File: config.mk
export PLATFORM = sky130hd
export DESIGN_NAME = jk_bank_sequencer
export DESIGN_NICKNAME = d
export VERILOG_FILES = /design/src/rtl/jk_pkg.sv /design/src/rtl/jk_bank_sequencer_cell.sv /design/src/rtl/jk_bank_sequencer.sv
export SDC_FILE = /design/constraint.sdc
export NUM_CORES = 1
export LEC_CHECK = 0
export CAP_MARGIN = 25
export CORE_MARGIN = 5
export CORE_UTILIZATION = 40
export DETAILED_ROUTE_END_ITERATION = 6
export GPL_TIMING_DRIVEN = 0
export PLACE_DENSITY_LB_ADDON = 0.15
export SLEW_MARGIN = 20
export SYNTH_ARGS = -nofsm -noshare
export SYNTH_HDL_FRONTEND = slang
export SYNTH_SLANG_ARGS = --single-unit
File: constraint.sdc
create_clock -name clk -period 2 [get_ports clk]
set_input_delay 0.5 -clock clk [delete_from_list [all_inputs] [get_ports clk]]
set_output_delay 0.5 -clock clk [all_outputs]
set_load 0.01 [all_outputs]
File: src/rtl/jk_pkg.sv
// Shared constants for the JK bank sequencer.
//   JK_*  : per-cell {j,k} codes
//   OP_*  : command opcodes
//   state_t : controller states
package jk_pkg;

    localparam logic [1:0] JK_HOLD   = 2'b00;
    localparam logic [1:0] JK_CLEAR  = 2'b01;
    localparam logic [1:0] JK_SET    = 2'b10;
    localparam logic [1:0] JK_TOGGLE = 2'b11;

    localparam logic [1:0] OP_NOP  = 2'b00;
    localparam logic [1:0] OP_LOAD = 2'b01;
    localparam logic [1:0] OP_UP   = 2'b10;
    localparam logic [1:0] OP_DOWN = 2'b11;

    typedef enum logic {
        ST_IDLE = 1'b0,
        ST_EXEC = 1'b1
    } state_t;

endpackage

File: src/rtl/jk_bank_sequencer_cell.sv
// Single JK flip-flop cell.
//   clk   : system clock
//   reset : synchronous active-high reset, q -> 0
//   jk    : {j,k} code applied at the next rising edge
//   q     : cell state
module jk_cell
    import jk_pkg::*;
(
    input  logic       clk,
    input  logic       reset,
    input  logic [1:0] jk,
    output logic       q
);

    always_ff @(posedge clk) begin
        if (reset) begin
            q <= 1'b0;
        end else begin
            case (jk)
                JK_CLEAR:  q <= 1'b0;
                JK_SET:    q <= 1'b1;
                JK_TOGGLE: q <= ~q;
                default:   q <= q;
            endcase
        end
    end

endmodule

File: src/rtl/jk_bank_sequencer.sv
// Command-driven sequencer for a bank of JK cells, forming a loadable
// up/down counter.
//   clk, reset       : clock, synchronous active-high reset
//   cmd_valid/ready  : command handshake
//   cmd_op           : NOP / LOAD / UP / DOWN
//   cmd_data         : LOAD value
//   cmd_steps        : count cycles for UP/DOWN
//   jk_bus           : JK codes applied to the cells this cycle
//   q                : bank state
//   busy             : command executing
//   done             : one-cycle completion pulse
module jk_bank_sequencer
    import jk_pkg::*;
#(
    parameter int WIDTH = 4,
    parameter int CNT_W = 8
) (
    input  logic               clk,
    input  logic               reset,
    input  logic               cmd_valid,
    output logic               cmd_ready,
    input  logic [1:0]         cmd_op,
    input  logic [WIDTH-1:0]   cmd_data,
    input  logic [CNT_W-1:0]   cmd_steps,
    output logic [2*WIDTH-1:0] jk_bus,
    output logic [WIDTH-1:0]   q,
    output logic               busy,
    output logic               done
);

    state_t            state, state_nxt;
    logic [1:0]        op_r;
    logic [WIDTH-1:0]  data_r;
    logic [CNT_W-1:0]  rem;
    logic              accept;
    logic              is_count_op;
    logic              zero_count;
    logic              last_step;

    assign cmd_ready   = (state == ST_IDLE) && !reset;
    assign busy        = (state == ST_EXEC);
    assign accept      = cmd_valid && cmd_ready;
    assign is_count_op = (cmd_op == OP_UP) || (cmd_op == OP_DOWN);
    // UP/DOWN with zero steps completes without ever entering EXEC.
    assign zero_count  = accept && is_count_op && (cmd_steps == '0);
    assign last_step   = (state == ST_EXEC) && (rem <= CNT_W'(1));

    always_ff @(posedge clk) begin
        if (reset) begin
            state <= ST_IDLE;
        end else begin
            state <= state_nxt;
        end
    end

    always_comb begin
        state_nxt = state;
        case (state)
            ST_IDLE: begin
                if (accept && ((cmd_op == OP_LOAD) || (is_count_op && (cmd_steps != '0)))) begin
                    state_nxt = ST_EXEC;
                end
            end
            ST_EXEC: begin
                if (last_step) begin
                    state_nxt = ST_IDLE;
                end
            end
            default: state_nxt = ST_IDLE;
        endcase
    end

    always_ff @(posedge clk) begin
        if (reset) begin
            op_r   <= OP_NOP;
            data_r <= '0;
            rem    <= '0;
            done   <= 1'b0;
        end else begin
            done <= last_step || zero_count;
            if (accept) begin
                op_r   <= cmd_op;
                data_r <= cmd_data;
                if (cmd_op == OP_LOAD) begin
                    rem <= CNT_W'(1);
                end else if (is_count_op) begin
                    rem <= cmd_steps;
                end else begin
                    rem <= '0;
                end
            end else if (state == ST_EXEC) begin
                rem <= rem - CNT_W'(1);
            end
        end
    end

    // Toggle enables: cell i toggles when all lower bits are ones (UP)
    // or all zeros (DOWN); the running products start true for cell 0.
    always_comb begin
        logic all_ones;
        logic all_zeros;
        jk_bus    = '0;
        all_ones  = 1'b1;
        all_zeros = 1'b1;
        for (int unsigned i = 0; i < WIDTH; i++) begin
            if (state == ST_EXEC) begin
                case (op_r)
                    OP_LOAD: jk_bus[2*i +: 2] = data_r[i] ? JK_SET : JK_CLEAR;
                    OP_UP:   jk_bus[2*i +: 2] = all_ones  ? JK_TOGGLE : JK_HOLD;
                    OP_DOWN: jk_bus[2*i +: 2] = all_zeros ? JK_TOGGLE : JK_HOLD;
                    default: jk_bus[2*i +: 2] = JK_HOLD;
                endcase
            end
            all_ones  = all_ones  & q[i];
            all_zeros = all_zeros & ~q[i];
        end
    end

    for (genvar g = 0; g < WIDTH; g++) begin : g_cell
        jk_cell u_cell (
            .clk   (clk),
            .reset (reset),
            .jk    (jk_bus[2*g +: 2]),
            .q     (q[g])
        );
    end

endmodule

==> results, run 1 <==
- The run finished with clean final reports.
- The total of buffers placed on input and output ports is 30.
- The setup slack of the critical path after layout is 33.2 ps.
- Counting distinct cell types in the post-synthesis netlist gives 48.
- The root buffer cell is sky130_fd_sc_hd__clkbuf_4.
- After layout, the worst path uses 98.3% of the clock period.
- The largest family of logic cells by synthesized area is compound AO/OA/AOI/OAI gates.
- Of all nets on the critical path, the largest fanout is 3.
- The number of nets still failing antenna checks after routing is 0.
- The routed layout has 1305 vias.
- The final period demand of the worst path is 1970 ps.
- The overall die width is 66.4 um.
- The routed design uses 125 um of met3 wire.
- Entering global routing, the biggest net connects 20 pins.
- Summing the areas of all xor and xnor instances in the mapped netlist gives 2.06% of the synthesized area.
- The critical register-to-register path startpoint is rem[0].
- The nature of the critical path endpoint is a primary output.
- For this run, the leading register cell type out of synthesis is sky130_fd_sc_hd__dfxtp_1.
- In this run, synthesis produced a sequential element count of 20.
- Setup violations remaining at the end of the flow were counted as 0.
- The worst hold path terminates at data_r[2].
- The start point of the worst hold path is data_r[2].
- The synthesis-to-layout area growth is 40.8%.
- The mean post-synth cell area is 7.95 um2.
- The maximum buffer depth of the clock tree is 2.
- Cells with a size suffix above 1 make up 25.7% of the layout.
- The most repeated cell in the gate-level netlist after synthesis is sky130_fd_sc_hd__nand2_1.
- STA puts the critical path data required time at 1500 ps.
- 32 I/O pins were placed.
- The static leakage power is 0.692 nW.
- In this run the standard cell core region covers 3050 um2.
- By startpoint and endpoint, the worst setup path is classified as flop to primary output.
- The number of stages on the worst hold path is 2.
- The floorplan row count is 20.
- After the first detailed-routing iteration, the DRC count stood at 45.
- After detailed routing, no signal wire sits above met4.
- The number of global-route vias before repair came to 1279.
- The mapped netlist covers 1270 um2.
- The number of clock sinks seen by CTS is 20.
- The final net count is 222.
- The worst-case IR drop observed on VDD is 321 uV.
- The number of antenna violations at the first check in global routing came to 0.
- The cell area after layout is 1790 um2.
- The initial standard-cell utilization of the core is 41.7%.
- The upper clock frequency limit is 0.508 GHz.
- When the netlist entered floorplanning its net count stood at 179.
- At the worst endpoint, the arrival time is 1470 ps.
- The count of H-tree levels built during CTS is 1.
- The delay of the slowest cell on the worst path is 380 ps.
- The HPWL after detailed placement is 2490 um.
- The floorplan die area is 4410 um2.
- The post-layout instance count excluding filler cells is 246.
- The number of max-slew violations in the final report was 0.
- For flop-to-flop paths, the worst setup slack is 500 ps.
- Buffers inserted to repair hold after CTS numbered 0.
- The congestion estimate from routability-driven global placement came to 0.918.
- The fraction of the mapped netlist area in adder cells is 1.97%.
- Buffers inserted during clock tree synthesis total 3.
- The routed length per instance is 14.0 um.
- Walking the worst path, the cells encountered are buf_6 -> and4b_4 -> o211ai_4 -> o21ai_2 -> buf_2.
- The class of the worst hold path is flop to flop.
- After detailed routing, the number of vias per cell comes to 5.30.
- The number of iterations in the first detailed-routing pass is 4.
- The synthesized netlist devotes 25.1% of its cell area to simple gates.
- The total DRC errors in the routed layout is 0.
- The final hold violation count is 0.
- The pre-CTS setup slack is -952 ps.
- The commonest cells after synthesis are 23 x sky130_fd_sc_hd__nand2_1, 20 x sky130_fd_sc_hd__dfxtp_1, 15 x sky130_fd_sc_hd__a21oi_1, 9 x sky130_fd_sc_hd__nor2_1, 7 x sky130_fd_sc_hd__inv_1.
- The design draws 1.09 mW.
- Setup repair after global routing could not meet its margin everywhere.
- The total global routing overflow is 0.
- The portion of synthesized cell area occupied by the leading cell type is 31.5%.
- The synthesized design contains 0 enable-type register cells.
- After clock tree synthesis, the clock-pin slew on the worst setup and hold paths is 120 ps.
- The wire length the detailed router placed on met1 is 1450 um.
- The top cell type by total area after synthesis is sky130_fd_sc_hd__dfxtp_1.
- Including well taps, the total number of placed cells is 234.
- The cell depth of the worst flop-to-flop path is 5.
- For the worst-skew pair, the clock arrives at the later sink with an insertion delay of 300 ps.
- On the critical path, the stage with the largest delay is an instance of sky130_fd_sc_hd__dfxtp_4.
- Once layout is complete, the utilization of the core stands at 58.7%.
- The total met2 wirelength after detailed routing is 1800 um.
- The area of placed instances is 1630 um2.
- The post-synthesis sequential area ratio is 31.5%.
- The synthesized netlist devotes 25.8% of its cell area to compound gates.
- The portion of synthesized area spent on multiplexers is 3.93%.
- Dividing total power by cell area gives a power density of 606 nW/um2.
- Across all hold checks on the routed design, the worst slack comes to 497 ps.
- 0 antenna diodes ended up in the layout.
- The first global-routing pass estimated 5640 um of wire.
- The remaining max-slew budget at the tightest pin is 66.3%.
- The worst flop-to-flop path endpoint is rem[6].
- STA classifies the critical path startpoint as a flop.
- The final setup skew is 2.56 ps.
- TritonCTS built the clock tree.
- In the synthesized netlist the async set-or-reset flop fraction comes to 0%.
- The total of max-cap violations is 0.
- For the pin with the worst max-slew slack, the measured transition is 502 ps.
- Global routing used 16.6% of the available tracks across all layers.
- The synthesized netlist cell count is 160.
- Sorting the synthesized cells by area gives the leading types as sky130_fd_sc_hd__dfxtp_1 31%, sky130_fd_sc_hd__nand2_1 6.8%, sky130_fd_sc_hd__a21oi_1 5.9%.
- Adding up every negative setup slack in the final design gives 0 ps.
- The fill cell instance count of the final layout is 303.
- For this block, the routed nets add up to 3460 um of wire.
- The die outline height is 66.4 um.
- The Yosys step of the flow raised 0 warnings.
sequential cells by signal (all words and copies together), names as in the netlist:
register and cells:
busy 1, data_r 4, done 1, g_cell.u_cell.q 4
op_r 2, rem 8
cell usage in the layout, fill, tap and decap left out, types with 5 or more instances in the layout:
master	synthesis	layout
sky130_fd_sc_hd__nand2_1	23	22
sky130_fd_sc_hd__o21ai_0	6	5
sky130_fd_sc_hd__dfxtp_1	20	14
sky130_fd_sc_hd__nand2b_1	6	6
sky130_fd_sc_hd__inv_1	7	7
sky130_fd_sc_hd__nor2_1	9	9
sky130_fd_sc_hd__buf_2	6	7
sky130_fd_sc_hd__clkdlybuf4s50_1	0	20
sky130_fd_sc_hd__buf_6	2	6
sky130_fd_sc_hd__a21oi_1	15	15
sky130_fd_sc_hd__mux2i_1	5	5
sky130_fd_sc_hd__buf_4	5	13
power breakdown:
part           switching [mW]  internal, mW  total (mW)
sequential             0.0429         0.434       0.477
combinational           0.179         0.188       0.367
clock                   0.131         0.111       0.242
total                   0.353         0.733        1.09
cell families (layout without fill, tap and decap cells):
logic type,after synthesis,in the layout
compound gates,48,48
mux,5,5
simple gates,60,60
flops,20,20
fa+ha+maj,2,2
buf+inv,22,64
xor+xnor,3,3
how the worst max path moves through the flow:
stage / cells after the start / slack [ps] / endpoint / start
6_report: 5 / 30 / jk_bus[6] / op_r[0]
2_1_floorplan: 4 / 260 / jk_bus[2] / busy
5_1_grt: 6 / -60 / jk_bus[4] / g_cell[0].u_cell.q
3_3_place_gp: 5 / -960 / cmd_ready / reset
4_1_cts: 5 / -70 / jk_bus[7] / g_cell[0].u_cell.q
3_5_place_dp: 5 / -950 / cmd_ready / reset
critical path: cells and delay by family (launching register included):
kind / cells / cell delay, ps
simple gates: 1 / 340
flops: 1 / 380
compound gates: 2 / 180
buf+inv: 2 / 260
repair_timing:
action / CTS / global route
setup endpoints to repair: 9 / 10
resized for setup: 51 / 14
pin swaps: 2 / 3
buffers inserted: 4 / 6
layout make-up:
| cell class | count | area [um2] | share of cell area (%) |
|---|---|---|---|
| multi-input cells | 118 | 786 | 43.9 |
| flip-flops and latches | 20 | 415 | 23.2 |
| repair buffers | 40 | 347 | 19.3 |
| plain buffers | 13 | 126 | 7.05 |
| well taps | 44 | 55.1 | 3.07 |
| clock buffers | 4 | 36.3 | 2.03 |
| inverters | 7 | 26.3 | 1.47 |
layer usage:
metal / vias up / GRT usage, %
met5: - / 0
met4: 0 / 9.90
met3: 8 / 2.55
met2: 35 / 28.9
met1: 611 / 18.7
li1: 651 / -
No activity file was read; power rests on OpenSTA's default activity.
==> inputs of run 2 (changes only) <==
Settings changed: ABC_AREA set to 1, HOLD_SLACK_MARGIN set to 0.15.
==> run 2 against run 1 <==
Effect of this change:
- register-to-register slack better by 150 ps
- largest power group unchanged
- design area down 1.3%
- via count up 7.0%
- sequential share of layout area about the same
- wire length down 9.1%
- first-iteration DRC count up 13%
- combinational power down 11%
- non-clock buffer count down 9
==> results, run 2 <==
- The number of top-level pins is 32.
- Measured along the y axis, the die boundary spans 67.6 um.
- In this run, distinct cell masters in the synthesized netlist total 26.
- The library cells used most frequently in the layout, excluding fill and tap cells, are 55 x sky130_fd_sc_hd__nand2_1, 35 x sky130_fd_sc_hd__inv_1, 24 x sky130_fd_sc_hd__nor2_1.
- The total area inside the core boundary comes to 3280 um2.
- The root buffer cell is sky130_fd_sc_hd__clkbuf_4.
- The cell family contributing the most delay on the critical path is flip-flops.
- Dividing total power by cell area gives a power density of 583 nW/um2.
- For this design, the slowest cell found on the critical path is sky130_fd_sc_hd__dfxtp_4.
- Among the stages of the critical path, the cell type that occurs most often is sky130_fd_sc_hd__nand2_1.
- Counting every net in the synthesized netlist gives 232.
- Summing every instance area after synthesis gives 1330 um2.
- After clock tree synthesis, the clock-pin slew on the worst setup and hold paths is 120 ps.
- Global routing used 14.8% of the available tracks.
- In this run the biggest area consumer among cell types represents 30.2% of the synthesized area.
- The per-cell via count in the routed design is 4.68.
- The commonest non-fill, non-tap cell in the layout is sky130_fd_sc_hd__nand2_1.
- Counting every instance in the synthesized netlist gives 213.
- The layer flagged by global routing as most heavily used is met2.
- The routed layout has 1396 vias.
- The worst register-to-register path ends at busy.
- Setup slack closes at 77.1 ps.
- In the routed design, unresolved DRC markers number 0.
- The number of clock buffers added by TritonCTS is 3.
- During placement, the flow inserted port buffers numbering 31.
- Ranked by instance count, the synthesized netlist is headed by 55 x sky130_fd_sc_hd__nand2_1, 36 x sky130_fd_sc_hd__inv_1, 24 x sky130_fd_sc_hd__nor2_1, 20 x sky130_fd_sc_hd__dfxtp_1, 19 x sky130_fd_sc_hd__nand3_1.
- The maximum VDD drop is 212 uV.
- The number of antenna violations at the first check in global routing is 0.
- Global routing used 25.6% of the available met2 tracks.
- The endpoint required time on the critical path is 1500 ps.
- The critical path contains buffers and inverters numbering 4 combined.
- The kind of critical path is flop to primary output.
- In this run the number of H-tree levels came out at 1.
- The most used flip-flop cell after synthesis is sky130_fd_sc_hd__dfxtp_1.
- The die covers 4570 um2.
- The number of iterations in the first detailed-routing pass is 4.
- The worst setup path is captured at a primary output.
- The largest net degree at the start of global routing is 12.
- The maximum fanout encountered on the critical timing path is 5.
- rem holds more flip-flops than any other register.
- The worst register-to-register path begins at rem[0].
- In the final layout, the registers with the most flip-flops are rem x8, data_r x4, g_cell.u_cell.q x4.
- The overall die width is 67.6 um.
- The TritonCTS clock tree is built.
- For this configuration, the core starts out at a cell density of 40.4%.
- The class of the worst hold path is flop to flop.
- The total global routing overflow is 0.
- Summed over all instances, the cell type with the most area after synthesis is sky130_fd_sc_hd__dfxtp_1.
- The final period demand of the worst path is 1920 ps.
- The aggregate routed wire length is 3140 um.
- The share of post-route cells with drive strength above 1 is 16.7%.
- The reg-to-reg setup timing slack is 650 ps.
- The pre-CTS setup slack is -301 ps.
- For this design, the sink count on the clock tree is 20.
- The start point of the worst hold path is data_r[3].
- The end of the worst hold path is data_r[3].
- From synthesis to final layout, the design area changed by 33.4%.
- The number of nets still failing antenna checks after routing is 0.
- In the final routed layout, each cell accounts on average for 10.5 um.
- In this run the cell area measured after placement is 1690 um2.
- The signal on the critical path passes through inv_2 -> nor2_2 -> buf_4 -> nand2_1 -> nand3_2 -> nand2_1 -> inv_1 -> clkbuf_2.
- Setup violations remaining at the end of the flow were counted as 0.
- The cell area after layout is 1770 um2.
- On the final layout, the worst clock skew is 7.31 ps.
- In the synthesized netlist the async set-or-reset flop fraction comes to 0%.
- The flip-flop count of the largest register, all copies and words added is 8.
- The first global-routing pass estimated 5110 um of wire.
- The final period utilization is 96.1%.
- The worst hold path passes through 2 cells.
- The number of warnings reported in the yosys synthesis log is 0.
- The upper clock frequency limit is 0.520 GHz.
- The number of global-route vias before repair is 1194.
- Summed over all nets, the half-perimeter wirelength after detailed placement is 2480 um.
- The final hold violation count is 0.
- Yosys mapped a number of flops with a built-in enable equal to 0.
- In this run, post-CTS hold repair placed 0 buffers.
- Clock latency on the worst-skew pair, taken at its later pin, is 310 ps.
- Data on the critical path arrives at its endpoint at 1420 ps.
- The maximum buffer depth of the clock tree is 2.
- The flip-flop and latch count after synthesis is 20.
- The worst setup path is launched from a flop.
- The mean post-synth cell area is 6.23 um2.
- The pin slew with the least headroom to its limit is 300 ps.
- Sequential elements use 30.2% of the synthesized area.
- Setup repair after global routing could not meet its margin everywhere.
- The floorplan row count is 21.
- In this run the static leakage power is 0.919 nW.
- The number of max-slew violations in the final report is 0.
- The weighted congestion at the end of routability-driven global placement is 0.792.
- Among all cell types in the netlist, the one instantiated most often is sky130_fd_sc_hd__nand2_1.
- The number of violations reported at the end of detailed-routing iteration 0 is 51.
- The number of antenna diodes in the final layout is 0.
- The delay of the slowest cell on the worst path is 400 ps.
- Global routing used 18.2% of the available met1 tracks.
- The cell depth of the worst flop-to-flop path is 9.
- The aggregate negative setup slack is 0 ps.
- The flow ran to the end, and the final reports show no timing, DRC or antenna violations.
- Tracing the worst setup path back leads to its startpoint at op_r[1].
- The fill cell instance count of the final layout is 351.
- The total of max-cap violations is 0.
- In the global route stage, met3 resource usage came out at 2.00%.
- In the final design database the tool counted 272 nets.
- Headroom to the max-slew limit came out at 80.0%.
- By area the synthesized netlist is led by sky130_fd_sc_hd__dfxtp_1 30%, sky130_fd_sc_hd__nand2_1 16%, sky130_fd_sc_hd__inv_1 10%.
[run 2: cells by family (layout without fill, tap and decap cells)]
group | after synthesis | after routing | share of synthesized area (%)
simple gates | 107 | 107 | 36.2
buf+inv | 47 | 86 | 16.2
compound gates | 36 | 36 | 14.8
flops | 20 | 20 | 30.2
fa+ha+maj | 2 | 2 | 1.89
xor+xnor | 1 | 1 | 0.660
[run 2: area by class of cell]
cell class	instances	area [um2]	area share (%)
tap	46	57.6	3.25
clock buffer	4	36.3	2.05
multi-input combinational	146	736	41.6
inverter	38	143	8.06
sequential	20	410	23.2
timing repair buffer	35	313	17.7
buffer	9	73.8	4.17
[run 2: per-stage QoR]
| step | cells | utilization (%) | hold slack (ps) | power [mW] |
|---|---|---|---|---|
| after floorplan | 213 | - | 444 | 0.690 |
| after global placement | 290 | 51.6 | 454 | 0.790 |
| after detailed placement | 290 | 51.6 | 457 | 0.793 |
| after CTS | 295 | 53.0 | 474 | 1.03 |
| after global routing | 298 | 53.9 | 498 | 1.11 |
| final | 298 | 53.9 | 473 | 1.03 |
[run 2: what timing repair did]
action                     4_1_cts  5_1_grt
pin swaps                        0        3
setup buffers                    1        3
resized for setup               17       17
hold endpoints to repair         0        0
setup endpoints to repair        9        6
[run 2: worst max-delay path by stage]
| stage | endpoint | slack (ps) | cells after the start |
|---|---|---|---|
| finish | jk_bus[7] | 80 | 8 |
| global route | jk_bus[7] | -20 | 8 |
| CTS | jk_bus[2] | -210 | 7 |
| detailed placement | cmd_ready | -300 | 3 |
| global placement | cmd_ready | -300 | 3 |
| floorplan | jk_bus[2] | 550 | 3 |
[run 2: power breakdown]
group | internal [mW] | switching, mW
clock network | 0.111 | 0.133
logic | 0.143 | 0.184
registers | 0.430 | 0.0300
total | 0.685 | 0.346
[run 2: worst register-to-register path: stages, from the launching register on]
cell	delay [ps]
sky130_fd_sc_hd__dfxtp_1	350
sky130_fd_sc_hd__inv_1	130
sky130_fd_sc_hd__ha_1	270
sky130_fd_sc_hd__nor2_1	70
sky130_fd_sc_hd__nor2_1	100
sky130_fd_sc_hd__nand3_1	110
sky130_fd_sc_hd__nand2_1	80
sky130_fd_sc_hd__nand3_1	60
sky130_fd_sc_hd__nand2_1	60
sky130_fd_sc_hd__inv_1	30
[run 2: routing by layer]
layer	wire length, um	part of all wire (%)
met5	0	0
met4	50	1.6
met3	173	5.5
met2	1520	48
met1	1390	44
